### src/rtl/carfield_domain_clkdiv_ctrl.sv
// Per-domain clock-enable strobe generator with runtime-programmable divisors.
// Define CARFIELD_CLKDIV_SAFE_UPDATE_EN to defer divisor commits to the target's period boundary.
module carfield_domain_clkdiv_ctrl #(
   parameter int NumDomains = 6,
   parameter int DivWidth   = 8,
   parameter int DefaultDiv = 1,
   parameter int IdxWidth   = (NumDomains > 1) ? $clog2(NumDomains) : 1
) (
   input  logic                           clk_i,
   input  logic                           rst_i,
   input  logic [NumDomains-1:0]          domain_en_i,
   input  logic                           cfg_valid_i,
   output logic                           cfg_ready_o,
   input  logic [IdxWidth-1:0]            cfg_domain_i,
   input  logic [DivWidth-1:0]            cfg_div_i,
   output logic [NumDomains-1:0]          clk_en_o,
   output logic [NumDomains*DivWidth-1:0] div_o,
   output logic                           busy_o,
   output logic                           err_o
);

   localparam logic [DivWidth-1:0] DEF_DIV = DivWidth'(DefaultDiv);
   localparam logic [DivWidth-1:0] ONE     = DivWidth'(1);

   logic [DivWidth-1:0]           r_div [NumDomains];
   logic [DivWidth-1:0]           r_cnt [NumDomains];
   logic [NumDomains-1:0]         r_clk_en;
   logic                          r_err;

   logic [NumDomains-1:0]         w_wrap;
   logic [NumDomains-1:0]         w_commit;
   logic                          w_fire;
   logic                          w_bad;
   logic                          w_do_commit;
   logic [IdxWidth-1:0]           w_tgt;
   logic [DivWidth-1:0]           w_new_div;
   logic [NumDomains*DivWidth-1:0] w_div_flat;

   assign w_fire = cfg_valid_i && cfg_ready_o;
   assign w_bad  = (cfg_div_i == '0) || (32'(cfg_domain_i) >= NumDomains);

   always_comb begin
      w_wrap = '0;
      for (int k = 0; k < NumDomains; k++) begin
         w_wrap[k] = (r_cnt[k] == (r_div[k] - ONE));
      end
   end

`ifdef CARFIELD_CLKDIV_SAFE_UPDATE_EN
   typedef enum logic {S_IDLE, S_PENDING} state_t;

   state_t              r_state;
   state_t              w_state_nxt;
   logic [IdxWidth-1:0] r_pend_dom;
   logic [DivWidth-1:0] r_pend_div;
   logic                w_tgt_hit;

   // The pending commit fires where the target's current period ends, or at once if it is stopped.
   always_comb begin
      w_tgt_hit = 1'b0;
      for (int k = 0; k < NumDomains; k++) begin
         if (r_pend_dom == IdxWidth'(k)) begin
            w_tgt_hit = w_wrap[k] || !domain_en_i[k];
         end
      end
   end

   always_comb begin
      w_state_nxt = r_state;
      w_do_commit = 1'b0;
      case (r_state)
         S_IDLE: begin
            if (w_fire && !w_bad) begin
               w_state_nxt = S_PENDING;
            end
         end
         S_PENDING: begin
            if (w_tgt_hit) begin
               w_do_commit = 1'b1;
               w_state_nxt = S_IDLE;
            end
         end
         default: w_state_nxt = S_IDLE;
      endcase
   end

   always_ff @(posedge clk_i) begin
      if (rst_i) begin
         r_state <= S_IDLE;
      end else begin
         r_state <= w_state_nxt;
      end
   end

   always_ff @(posedge clk_i) begin
      if (r_state == S_IDLE && w_fire && !w_bad) begin
         r_pend_dom <= cfg_domain_i;
         r_pend_div <= cfg_div_i;
      end
   end

   assign w_tgt       = r_pend_dom;
   assign w_new_div   = r_pend_div;
   assign cfg_ready_o = (r_state == S_IDLE);
   assign busy_o      = (r_state == S_PENDING);
`else
   assign w_do_commit = w_fire && !w_bad;
   assign w_tgt       = cfg_domain_i;
   assign w_new_div   = cfg_div_i;
   assign cfg_ready_o = 1'b1;
   assign busy_o      = 1'b0;
`endif

   always_comb begin
      w_commit = '0;
      for (int k = 0; k < NumDomains; k++) begin
         w_commit[k] = w_do_commit && (w_tgt == IdxWidth'(k));
      end
   end

   // Strobe is registered from the pre-edge counter, so the period in flight still ends cleanly.
   always_ff @(posedge clk_i) begin
      if (rst_i) begin
         r_clk_en <= '0;
         r_err    <= 1'b0;
         for (int k = 0; k < NumDomains; k++) begin
            r_div[k] <= DEF_DIV;
            r_cnt[k] <= '0;
         end
      end else begin
         r_err <= w_fire && w_bad;
         for (int k = 0; k < NumDomains; k++) begin
            r_clk_en[k] <= domain_en_i[k] && w_wrap[k];
            if (w_commit[k]) begin
               r_div[k] <= w_new_div;
            end
            if (!domain_en_i[k] || w_commit[k] || w_wrap[k]) begin
               r_cnt[k] <= '0;
            end else begin
               r_cnt[k] <= r_cnt[k] + ONE;
            end
         end
      end
   end

   always_comb begin
      w_div_flat = '0;
      for (int k = 0; k < NumDomains; k++) begin
         w_div_flat[k*DivWidth +: DivWidth] = r_div[k];
      end
   end

   assign div_o    = w_div_flat;
   assign clk_en_o = r_clk_en;
   assign err_o    = r_err;

endmodule

### config.mk
export PLATFORM = sky130hd
export DESIGN_NAME = carfield_domain_clkdiv_ctrl
export DESIGN_NICKNAME = d
export VERILOG_FILES = /design/src/rtl/carfield_domain_clkdiv_ctrl.sv
export SDC_FILE = /design/constraint.sdc
export NUM_CORES = 1
export LEC_CHECK = 0
export ABC_CLOCK_PERIOD_IN_PS = 2300
export CORE_ASPECT_RATIO = 1.75
export CORE_MARGIN = 2
export CORE_UTILIZATION = 51
export CTS_BUF_LIST = sky130_fd_sc_hd__clkbuf_16
export CTS_CLUSTER_SIZE = 28
export DETAILED_ROUTE_END_ITERATION = 16
export GPL_TIMING_DRIVEN = 0
export PLACE_DENSITY = 0.87
export SYNTH_ARGS = -nofsm -noshare
export SYNTH_HDL_FRONTEND = slang
export SYNTH_SLANG_ARGS = --single-unit
### constraint.sdc
create_clock -name clk_i -period 2.3 [get_ports clk_i]
set_input_delay 0.345 -clock clk_i [delete_from_list [all_inputs] [get_ports clk_i]]
set_output_delay 0.345 -clock clk_i [all_outputs]
set_load 0.03 [all_outputs]
==> results of run 1 <==
[how the worst max path moves through the flow]
stage,from,cells after the start,end
6_report,r_div[4][1]$_SDFFCE_PN0P_,9,r_cnt[4][7]$_SDFFCE_PN0P_
4_1_cts,r_div[3][0]$_SDFFCE_PN1P_,7,r_cnt[3][2]$_SDFFCE_PN0P_
3_3_place_gp,cfg_div_i[0],8,r_cnt[3][1]$_SDFFCE_PN0P_
3_5_place_dp,cfg_div_i[0],8,r_cnt[3][2]$_SDFFCE_PN0P_
2_1_floorplan,r_div[5][0]$_SDFFCE_PN1P_,9,r_cnt[5][2]$_SDFFCE_PN0P_
5_1_grt,r_div[1][5]$_SDFFCE_PN0P_,6,r_cnt[1][6]$_SDFFCE_PN0P_
[worst max-delay path, stage by stage, from the launching register on]
cell      delay (ns)
edfxtp_1        0.40
inv_1           0.07
ha_2            0.17
clkbuf_8        0.15
nor2b_1         0.13
or3_1           0.36
a31oi_1         0.14
nand4_1         0.20
o21ai_4         0.32
nor2_1          0.10
[metal layers]
layer  wire length, um  up-vias  GRT usage
li1                  -     2298          -
met1              5080     2307      0.240
met2              8010      221      0.408
met3               834       44     0.0270
met4               533        0      0.133
met5                 0        -          0
[per-stage QoR]
step           TNS [ns]  cells
2_1_floorplan         0    618
5_1_grt           -1.31    865
4_1_cts               0    847
3_5_place_dp     -23.59    827
6_report              0    865
3_3_place_gp     -17.14    827
[area by class of cell]
type	count	area, sq um	area share
multi-input combinational	477	3170	0.411
sequential	103	3020	0.392
timing repair buffer	96	908	0.118
clock buffer	9	225	0.0292
tap	135	169	0.0219
buffer	14	91.3	0.0118
inverter	24	90.1	0.0117
clock inverter	7	41.3	0.00535
[kinds of logic (layout without fill, tap and decap cells)]
family	after synthesis	count (layout)	share of synthesized area
AOI/OAI and AO/OA	56	56	0.0710
xor gates and xnor gates	93	93	0.137
adders and majority gates	12	12	0.0252
buffers and inverters	39	150	0.0265
DFF	103	103	0.508
other	2	50	0.00126
and+or+nand+nor	265	266	0.231
[report_power, final]
part | switching, mW | leakage, nW | internal [mW]
clock | 0.649 | 0.136 | 0.726
combinational | 0.495 | 1.65 | 0.393
sequential | 0.148 | 1.02 | 2.17
[state kept, by name, summed over array words and instances (netlist names)]
register / count
clk_en_o: 6
r_cnt: 48
r_div: 48
err_o: 1
[repair_timing]
action                     in CTS  in global routing
setup endpoints to repair      36                100
setup buffers                   4                 18
pin swaps                       3                 13
cloned                          0                  1
resized for setup               5                 31
[synthesized netlist by cell type, drive strengths merged, types with 2 or more instances]
cell	number	area [sq um]
dfxtp	7	140
or2	3	18.8
buf	5	30.0
a31oi	8	50.1
a211o	2	17.5
or4	2	15.0
nand2b	16	100
xor2	39	342
o211ai	2	15.0
nand2	21	78.8
a311o	2	20.0
a2111oi	2	36.3
o21ai	11	55.1
nand4b	2	30.0
a211oi	4	30.0
nand3	24	120
o2111ai	2	17.5
edfxtp	96	2880
a311oi	2	23.8
a221oi	3	26.3
conb	2	7.51
nor2	96	365
nor2b	13	81.3
nor3	25	130
nor3b	5	37.5
xnor2	54	473
nand3b	5	37.5
or3	10	62.6
and2	2	12.5
ha	12	150
nor4b	2	17.5
nor4	10	62.6
o21bai	2	15.0
nand4	6	37.5
clkbuf	10	37.5
inv	24	90.1
a21oi	6	30.0
and3b	7	61.3
o22ai	2	12.5
and3	14	87.6
==> results.json, run 1 <==
{
  "synthDistinctLibCells": 56,
  "timing.slew.headroom": 0.610,
  "worst_r2r_startpoint": "r_div[4][1]$_SDFFCE_PN0P_",
  "worst-slew-pin-transition_ns": 0.585,
  "placement_rows": 52,
  "maxCapViolations": 0,
  "grt_max_degree": 17,
  "route.vias.total": 4870,
  "timing.setup.critical_path_class": "reg -> reg",
  "finalWeightedCongestion": 0.871,
  "fin_worst_hold_slack_ns": 0.542,
  "cts-root-buf": "clkbuf_16",
  "grt_first_pass_wirelength_um": 22100,
  "worstHoldPathType": "in -> reg",
  "crit_path_start_kind": "flip-flop",
  "max_freq_ghz": 0.437,
  "clk_path_buf_depth": 2,
  "grt_overflow": 0,
  "port_buffers": 74,
  "nFillCells": 857,
  "top_library_cells_by_usage_in_the_layout_fill_and_taps_aside": "edfxtp_1 (96), nor2_1 (91), clkdlybuf4s50_1 (73)",
  "antenna_cells": 0,
  "viasPerCell": 5.63,
  "totalPowerFinal_mw": 4.58,
  "pre_cts_slack_ns": -0.395,
  "cts_tree": "yes",
  "cp_max_fanout": 9,
  "final_antenna_net_count": 0,
  "drv_slew": 0,
  "synth.cell_area_sq_mm": 0.00595,
  "drt-wirelength-per-cell_um": 16.7,
  "status": "finished, final reports clean",
  "report.final.setup_viol": 0,
  "post_layout_minimum_cycle_time_ns": 2.29,
  "critPathArrivalTime_ns": 2.38,
  "timing.reg2reg.worst_path_depth": 9,
  "total_global_route_track_usage": 0.223,
  "die-width_um": 85.7,
  "clk-insertion-delay-late_ns": 0.35,
  "area_growth_syn_to_layout_pct": 29.6,
  "layout.cells.most_common": "edfxtp_1",
  "drive_gt1_frac": 0.114,
  "hold_path.startpoint": "cfg_div_i[0]",
  "worst-endpoint-required_ns": 2.39,
  "ys.flop_type": "edfxtp_1",
  "reg2reg_setup_slack_ns": 0.01,
  "worst_hold_path.endpoint": "r_div[3][0]$_SDFFCE_PN1P_",
  "worst_clock_skew_ns": 0.00600,
  "crit-reg2reg-capture": "r_cnt[4][7]$_SDFFCE_PN0P_",
  "syn_area_per_cell_sq_um": 10.4,
  "htree_levels": 3,
  "drt_first_iter_violations": 380,
  "ys_warn_count": 0,
  "final_worst_path_period_share": 0.994,
  "fin_util": 0.674,
  "power.ir.vdd_worst_v": 0.000441,
  "hold-path-cell-count": 2,
  "dpl_cell_area_sq_mm": 0.00709,
  "synth_seq_area_share": 0.508,
  "synth_enable_flop_cells": 96,
  "synth_seq_cells": 103,
  "die_area_sq_mm": 0.0126,
  "async_flop_share": 0,
  "detail_route.drc_violations": 0,
  "cts_buffers": 9,
  "endpoint_kind": "flip-flop",
  "floorplan.io_pins": 77,
  "vias_in_the_first_global_route": 4834,
  "fin_area_sq_mm": 0.00772,
  "syn_inst": 570,
  "first_pass_iters": 5,
  "hold_viol_final": 0,
  "leakage_nw": 2.81,
  "final.setup.worst_slack_ns": 0.0142,
  "wirelength_um": 14500,
  "clk_pin_slew_worst_paths_ns": 0.07,
  "post_cts_hold_buffer_count": 0,
  "floorplan.core_area_sq_mm": 0.0115,
  "finish.net_count": 757,
  "vertical_die_dimension_um": 147,
  "grt_antenna_before_repair": 0,
  "cellPowerDensity_mw_per_mm2": 593,
  "initial_core_util": 0.520,
  "clkSinkCount": 103,
  "place.detailed.hpwl_um": 10300
}
No activity file was read; power rests on OpenSTA's default activity.
==> run 2, diff against run 1 <==
--- a/config.mk
+++ b/config.mk
@@ -14,6 +14,7 @@
 export DETAILED_ROUTE_END_ITERATION = 16
 export GPL_TIMING_DRIVEN = 0
 export PLACE_DENSITY = 0.87
+export SLEW_MARGIN = 10
 export SYNTH_ARGS = -nofsm -noshare
 export SYNTH_HDL_FRONTEND = slang
 export SYNTH_SLANG_ARGS = --single-unit
==> results of run 2 <==
The final DEF is identical to that of run 1; final timing and power are the same.
==> run 3, diff against run 2 <==
--- a/config.mk
+++ b/config.mk
@@ -14,7 +14,7 @@
 export DETAILED_ROUTE_END_ITERATION = 16
 export GPL_TIMING_DRIVEN = 0
 export PLACE_DENSITY = 0.87
-export SLEW_MARGIN = 10
+export SLEW_MARGIN = 20
 export SYNTH_ARGS = -nofsm -noshare
 export SYNTH_HDL_FRONTEND = slang
 export SYNTH_SLANG_ARGS = --single-unit
==> results of run 3 <==
The final DEF is identical to that of run 1; final timing and power are the same.
